### src/rtl/class_sched.sv
// Collects ten serial FC scores, holds them for the external argmax comparator and hands off the result.
// Optional: CLASS_FRAME_CNT_EN adds a 16-bit frame_cnt output counting result handshakes.
module class_sched #(
  parameter int DATA_W  = 16,
  parameter int N_CLASS = 10,
  parameter int CMP_LAT = 4
) (
  input  logic              clk,
  input  logic              rst,
  input  logic              score_valid,
  output logic              score_ready,
  input  logic [DATA_W-1:0] score_data,
  input  logic              score_last,
  output logic [DATA_W-1:0] class0,
  output logic [DATA_W-1:0] class1,
  output logic [DATA_W-1:0] class2,
  output logic [DATA_W-1:0] class3,
  output logic [DATA_W-1:0] class4,
  output logic [DATA_W-1:0] class5,
  output logic [DATA_W-1:0] class6,
  output logic [DATA_W-1:0] class7,
  output logic [DATA_W-1:0] class8,
  output logic [DATA_W-1:0] class9,
  input  logic [DATA_W-1:0] cmp_value,
  input  logic [3:0]        cmp_index,
  output logic              res_valid,
  input  logic              res_ready,
  output logic [DATA_W-1:0] res_value,
  output logic [3:0]        res_index,
  output logic              busy,
  output logic              frame_err
`ifdef CLASS_FRAME_CNT_EN
  ,
  output logic [15:0]       frame_cnt
`endif
);

  // state  | meaning
  // S_IDLE | no frame; first accepted score goes to class0
  // S_LOAD | collecting scores 1..9
  // S_WAIT | class registers frozen, waiting out comparator latency
  // S_OUT  | result presented, waiting for res_ready
  typedef enum logic [1:0] {S_IDLE, S_LOAD, S_WAIT, S_OUT} state_t;

  localparam int WCW = $clog2(CMP_LAT + 1);
  localparam logic [WCW-1:0] WAIT_END = WCW'(CMP_LAT);
  localparam logic [3:0] LAST_IDX = 4'(N_CLASS - 1);

  state_t state, state_nxt;

  logic [3:0]        load_cnt;
  logic [WCW-1:0]    wait_cnt;
  logic [DATA_W-1:0] class_q [N_CLASS];
  logic [DATA_W-1:0] res_value_q;
  logic [3:0]        res_index_q;
  logic              frame_err_q;

  logic accept;
  logic load_inc;
  logic load_clr;
  logic err_set;
  logic wait_clr;
  logic capture;
  logic handshake;

  assign score_ready = ((state == S_IDLE) || (state == S_LOAD)) && !rst;
  assign accept      = score_valid && score_ready;

  always_ff @(posedge clk or posedge rst) begin
    if (rst) state <= S_IDLE;
    else     state <= state_nxt;
  end

  always_comb begin
    state_nxt = state;
    load_inc  = 1'b0;
    load_clr  = 1'b0;
    err_set   = 1'b0;
    wait_clr  = 1'b0;
    capture   = 1'b0;
    handshake = 1'b0;
    case (state)
      S_IDLE, S_LOAD: begin
        if (accept) begin
          if (load_cnt == LAST_IDX) begin
            // A missing last marker is flagged but the full frame is still evaluated.
            err_set   = !score_last;
            load_clr  = 1'b1;
            wait_clr  = 1'b1;
            state_nxt = S_WAIT;
          end else if (score_last) begin
            err_set   = 1'b1;
            load_clr  = 1'b1;
            state_nxt = S_IDLE;
          end else begin
            load_inc  = 1'b1;
            state_nxt = S_LOAD;
          end
        end
      end
      S_WAIT: begin
        if (wait_cnt == WAIT_END) begin
          capture   = 1'b1;
          state_nxt = S_OUT;
        end
      end
      S_OUT: begin
        if (res_ready) begin
          handshake = 1'b1;
          state_nxt = S_IDLE;
        end
      end
      default: state_nxt = S_IDLE;
    endcase
  end

  always_ff @(posedge clk or posedge rst) begin
    if (rst) begin
      load_cnt    <= '0;
      wait_cnt    <= '0;
      res_value_q <= '0;
      res_index_q <= '0;
      frame_err_q <= 1'b0;
      for (int i = 0; i < N_CLASS; i++) class_q[i] <= '0;
    end else begin
      frame_err_q <= err_set;
      if (accept) begin
        for (int i = 0; i < N_CLASS; i++)
          if (load_cnt == 4'(i)) class_q[i] <= score_data;
      end
      if (load_clr)      load_cnt <= '0;
      else if (load_inc) load_cnt <= load_cnt + 4'd1;
      if (wait_clr)               wait_cnt <= '0;
      else if (state == S_WAIT)   wait_cnt <= wait_cnt + 1'b1;
      if (capture) begin
        res_value_q <= cmp_value;
        res_index_q <= cmp_index;
      end
    end
  end

`ifdef CLASS_FRAME_CNT_EN
  logic [15:0] frame_cnt_q;
  always_ff @(posedge clk or posedge rst) begin
    if (rst)            frame_cnt_q <= '0;
    else if (handshake) frame_cnt_q <= frame_cnt_q + 16'd1;
  end
  assign frame_cnt = frame_cnt_q;
`else
  logic unused_handshake;
  assign unused_handshake = handshake;
`endif

  assign class0    = class_q[0];
  assign class1    = class_q[1];
  assign class2    = class_q[2];
  assign class3    = class_q[3];
  assign class4    = class_q[4];
  assign class5    = class_q[5];
  assign class6    = class_q[6];
  assign class7    = class_q[7];
  assign class8    = class_q[8];
  assign class9    = class_q[9];
  assign res_valid = (state == S_OUT);
  assign res_value = res_value_q;
  assign res_index = res_index_q;
  assign busy      = (state != S_IDLE);
  assign frame_err = frame_err_q;

endmodule

### config.mk
export PLATFORM = sky130hd
export DESIGN_NAME = class_sched
export DESIGN_NICKNAME = d
export VERILOG_FILES = /design/src/rtl/class_sched.sv
export SDC_FILE = /design/constraint.sdc
export NUM_CORES = 1
export LEC_CHECK = 0
export BUFFER_PORTS_ARGS = -buffer_cell sky130_fd_sc_hd__buf_4
export CORE_MARGIN = 3
export CORE_UTILIZATION = 43
export DETAILED_ROUTE_END_ITERATION = 8
export PLACE_DENSITY = 0.76
export REMOVE_ABC_BUFFERS = 1
export SLEW_MARGIN = 20
export SYNTH_ARGS = -nofsm -noshare
export SYNTH_HDL_FRONTEND = slang
export SYNTH_SLANG_ARGS = --single-unit
### constraint.sdc
create_clock -name clk -period 14.85 [get_ports clk]
set_input_delay 2.2275 -clock clk [delete_from_list [all_inputs] [get_ports clk]]
set_output_delay 2.2275 -clock clk [all_outputs]
set_load 0.05 [all_outputs]
## Yosys cells after proc, flatten, opt, wreduce, memory -nomap -nowiden

Cells that the tools add are included.

| word-level totals | value |
|---|---|
| bits in registers | 190 |
| logic and storage cells | 82 |
| output and inout port bits | 184 |
| input bits | 41 |

| cells by class | value |
|---|---|
| add/subtract/negate cells | 2 |
| equal/unequal tests | 16 |
| reductions and logical operators | 22 |
| muxes and demuxes | 26 |

Operator list:

| operator | count |
|---|---|
| AND reduction 2 bit | 10 |
| two-way mux 1 bit | 17 |
| == test 4 x 3 -> 1 bit, second input constant | 4 |
| == test 4 x 2 -> 1 bit, second input constant | 2 |
| == test 4 bit, second input constant | 2 |
| two-way mux 2 bit | 4 |
| two-way mux 4 bit | 2 |
| two-way mux 3 bit | 2 |
| case mux 2 bit (3 select lines) | 1 |
| nonzero test 2 bit | 3 |
| adder 4 x 1 -> 4 bit, second input constant | 1 |
| == test 2 bit, second input constant | 2 |
| == test 4 x 1 -> 1 bit, second input constant | 1 |
| zero test 4 bit | 1 |
| != test 2 bit, second input constant | 2 |
| adder 3 x 1 -> 3 bit, second input constant | 1 |
| == test 3 bit, second input constant | 1 |
| AND reduction 3 bit | 1 |
| == test 2 x 1 -> 1 bit, second input constant | 1 |
| logical AND 1 bit | 2 |
| zero test 1 bit | 2 |
| zero test 2 bit | 1 |
| != test 2 x 1 -> 1 bit, second input constant | 1 |
| OR reduction 2 bit | 1 |
| logical OR 1 bit | 1 |

## Logic depth before layout (Yosys ltp)

| logic depth | value |
|---|---|
| depth after elaboration | 8 |
| mapped depth | 7 |

## Worst setup path before layout

Ideal clock, no wire load.

| timing | value |
|---|---|
| path kind | input port to output port |
| from | input port rst |
| to | output port score_ready |
| cell stages on the path | 1 |
| data required time | 12.622 ns |
| arrival | 2.550 ns |
| setup slack | 10.073 ns |
| cells stage by stage | nor2_4 |

| on the way | value |
|---|---|
| cells in the longest elaborated chain, start to end | 2 |

RTL lines:

| what | RTL line | text |
|---|---|---|
| start, declared | 9 | `input logic rst,` |
| zero test 1 bit (no line) | - |  |
| logical AND 1 bit | 66 | `assign score_ready = ((state == S_IDLE) \|\| (state == S_LOAD)) && !rst;` |
| end, declared | 11 | `output logic score_ready,` |

Every way passes these cells.

## Final worst setup path

Ends and elaborated chain as after synthesis.

==> implementation parameters <==
Parameter                              Value

Synthesis
  Synth Warn #    0
  Share of async-settable or async-resettable flops after synthesis    between 90% and 100%
  Total of flip-flops plus latches after synthesis    190
  Cell variety after synth    35
  Post-synth top flop    sky130_fd_sc_hd__dfrtp_1
  Average cell area after synthesis    about 16 um^2
  Post-synth EDFFs    0
  Sequential share of the synthesized area    ~64%
  Post-synthesis cell area    between 0.007 and 0.008 mm^2
  Synthesized netlist cell count    around 470

Floorplan
  Die width    around 140 um
  Effective utilization at floorplan    44.3%
  Row Count    47
  Ports    225
  Die Span Y    around 140 um
  Die area    0.0189 mm^2
  Total core area    about 0.017 mm^2

Placement
  Post-placement setup slack    9.82 ns
  Final estimated routing congestion in global placement    slightly above 0.7
  Half-perimeter wire length after detailed placement    about 13000 um
  Count of input and output buffers    around 220

Clock network
  Clock Tree Buf Depth    2
  Cts-stage hold buffer count    0
  TritonCTS clock tree    built
  Insertion delay of the later-clocked pin in the worst-skew pair    between 0.4 and 0.5 ns
  Post CTS Setup Buffer Count    0
  Clock root cell    sky130_fd_sc_hd__clkbuf_16
  Number of clock sinks    190
  Number of gates given a new drive strength after cts    0
  Number of buffers inserted during clock tree synthesis    17
  H-tree lvl count    4
  Clock transition at the registers of the reported paths    roughly 0.060 ns

Cells and area
  Final net count    between 700 and 800
  Core occupancy in the finished layout    between 50 and 60%
  # diodes    0
  Most frequent cells in the layout    225 x sky130_fd_sc_hd__buf_4, 190 x sky130_fd_sc_hd__dfrtp_1, 180 x sky130_fd_sc_hd__mux2_2
  Most common cell after layout, fill and taps aside    sky130_fd_sc_hd__buf_4
  Proportion of layout cells with a drive suffix above 1    ~65%
  Layout overhead on the synthesized area    32.8%

Setup path
  Worst setup path endpoint    score_ready
  Highest fanout seen on the critical path    6
  Worst Setup End Kind    output pin
  Maximum cell stage delay along the critical path    around 0.23 ns
  Worst path slowest cell    sky130_fd_sc_hd__buf_4
  Critical path class    input pin to output pin
  Critical path origin    rst
  Critical path depth    3
  FF-to-FF End    class7[6]
  Most used cell along the critical path    sky130_fd_sc_hd__buf_4
  Kind of cell adding the most delay to the critical path    buffers and inverters
  Worst reg2reg setup slack    12.32 ns
  Data arrival time of the critical path    between 2 and 3 ns
  Number of cells on the worst reg-to-reg path    3
  Cells along the critical path    buf_4, nor2_4, buf_4
  Kind of start point of the critical path    input pin
  Crit Reg-Reg Startpoint    state[1]
  Worst Path Required    between 10 and 15 ns
  Count of buffering cells on the critical path with inverters included    2

GRT
  Maximum number of pins on one net before global-route repair    around 110
  Number of antenna violations at the first check in global routing    0
  Overflow left after global routing    0
  Tot GR Track Use    around a fifth
  Wire length of the first global-routing pass    27900 um
  Number of global-route vias before repair    between 4000 and 5000

Power and ir drop
  Total power per unit cell area    approximately 240 mW/mm^2
  Leakage power summed over all cells    approximately 5.0 nW
  Peak VDD IR    ~150 uV

Outcome
  Outcome    finished, final reports clean

Detailed routing
  Number of iterations in the first detailed-routing pass    4
  Initial DRC count    186
  Routed len/inst    approximately 20 um
  Total via count in the routed design    4650
  Post-detailed-route via-to-cell ratio    about 5.1
  Post-route antenna net violation count    0
  Remaining design rule violation count    0
  Total wirelength of the detailed-routed design    between 15000 and 20000 um

Timing
  Worst clock skew on the final layout    0.00911 ns
  Minimum clock period    between 5 and 6 ns
  Hold violation count in the final report    0
  RSZ-0062 raised after global routing    false
  Worst slew margin    a little over a fifth
  Fin. max-slew vios    0
  Slew of the pin with the lowest slew margin    1.17 ns
  PnR worst setup slack    between 9 and 10 ns
  Max Clk Rate    about 200 MHz
  Final sum of negative setup slack    0 ns
  Final count of negative-setup-slack endpoints    0
  Fin crit share    roughly a third

Worst hold path
  Worst hold stages    1
  Worst min-delay path category    flip-flop to flip-flop

Flow run
  Max-capacitance violation count    0
cell families (layout without fill, tap and decap cells):
| logic type | Yosys count | count (layout) | share of synthesized area (%) |
|---|---|---|---|
| flip-flops | 190 | 190 | 64.1 |
| multiplexers | 181 | 181 | 27.5 |
| buffers and inverters | 42 | 264 | 2.60 |
| AND/OR/NAND/NOR | 37 | 37 | 3.59 |
| AO/OA/AOI/OAI | 10 | 10 | 0.827 |
| adder cells (fa/ha/maj) | 7 | 7 | 1.18 |
| XOR/XNOR | 2 | 2 | 0.236 |
final cells by class:
type	count	area [um^2]
Fill cell	1291	6910
Sequential cell	190	4750
Multi-Input combinational cell	237	2470
Timing Repair Buffer	226	1700
Clock buffer	19	433
Tap cell	220	275
Clock inverter	13	186
Inverter	6	27.5
where the power goes:
part	internal [mW]	switching, mW	total [mW]
combinational	0.343	0.725	1.07
sequential	0.679	0.105	0.784
clock	0.283	0.195	0.478
layer usage:
layer / vias to the layer above / share of wire [%] / global-route usage [%] / routed length (um)
met5: - / 0 / 0 / 0
met4: 0 / 1.2 / 6.26 / 227
met3: 16 / 5.5 / 5.04 / 1020
met2: 145 / 52 / 33.0 / 9650
met1: 2425 / 41 / 24.8 / 7480
li1: 2064 / - / - / -
worst min-delay path by stage:
stage | start | endpoint | slack, ns
after floorplan | wait_cnt[1] | wait_cnt[1] | 0.51
after global placement | class6[4] | class6[4] | 0.49
after detailed placement | class6[5] | class6[5] | 0.49
after CTS | class6[0] | class6[0] | 0.51
after global routing | class4[11] | class4[11] | 0.52
final | class6[0] | class6[0] | 0.51
per-stage QoR:
stage / cell area (um^2) / hold slack, ns / std cells / power (mW)
floorplan: 7250 / 0.513 / 433 / 1.51
global placement: 9220 / 0.490 / 879 / 1.84
detailed placement: 9220 / 0.495 / 879 / 1.87
CTS: 9840 / 0.509 / 911 / 2.35
global route: 9850 / 0.515 / 911 / 2.43
finish: 9850 / 0.506 / 911 / 2.33
cell usage after synthesis (4+ instances only):
master / count / area [um^2]
sky130_fd_sc_hd__nand3_1: 4 / 20.0
sky130_fd_sc_hd__nand2_1: 4 / 15.0
sky130_fd_sc_hd__ha_1: 7 / 87.6
sky130_fd_sc_hd__and3_1: 4 / 25.0
sky130_fd_sc_hd__inv_1: 6 / 22.5
sky130_fd_sc_hd__nor2b_1: 4 / 25.0
sky130_fd_sc_hd__buf_1: 16 / 60.1
sky130_fd_sc_hd__buf_2: 15 / 75.1
sky130_fd_sc_hd__o21ai_0: 4 / 20.0
sky130_fd_sc_hd__dfrtp_1: 190 / 4750
sky130_fd_sc_hd__mux2_2: 180 / 2030
(Power assumes the default switching activity.)
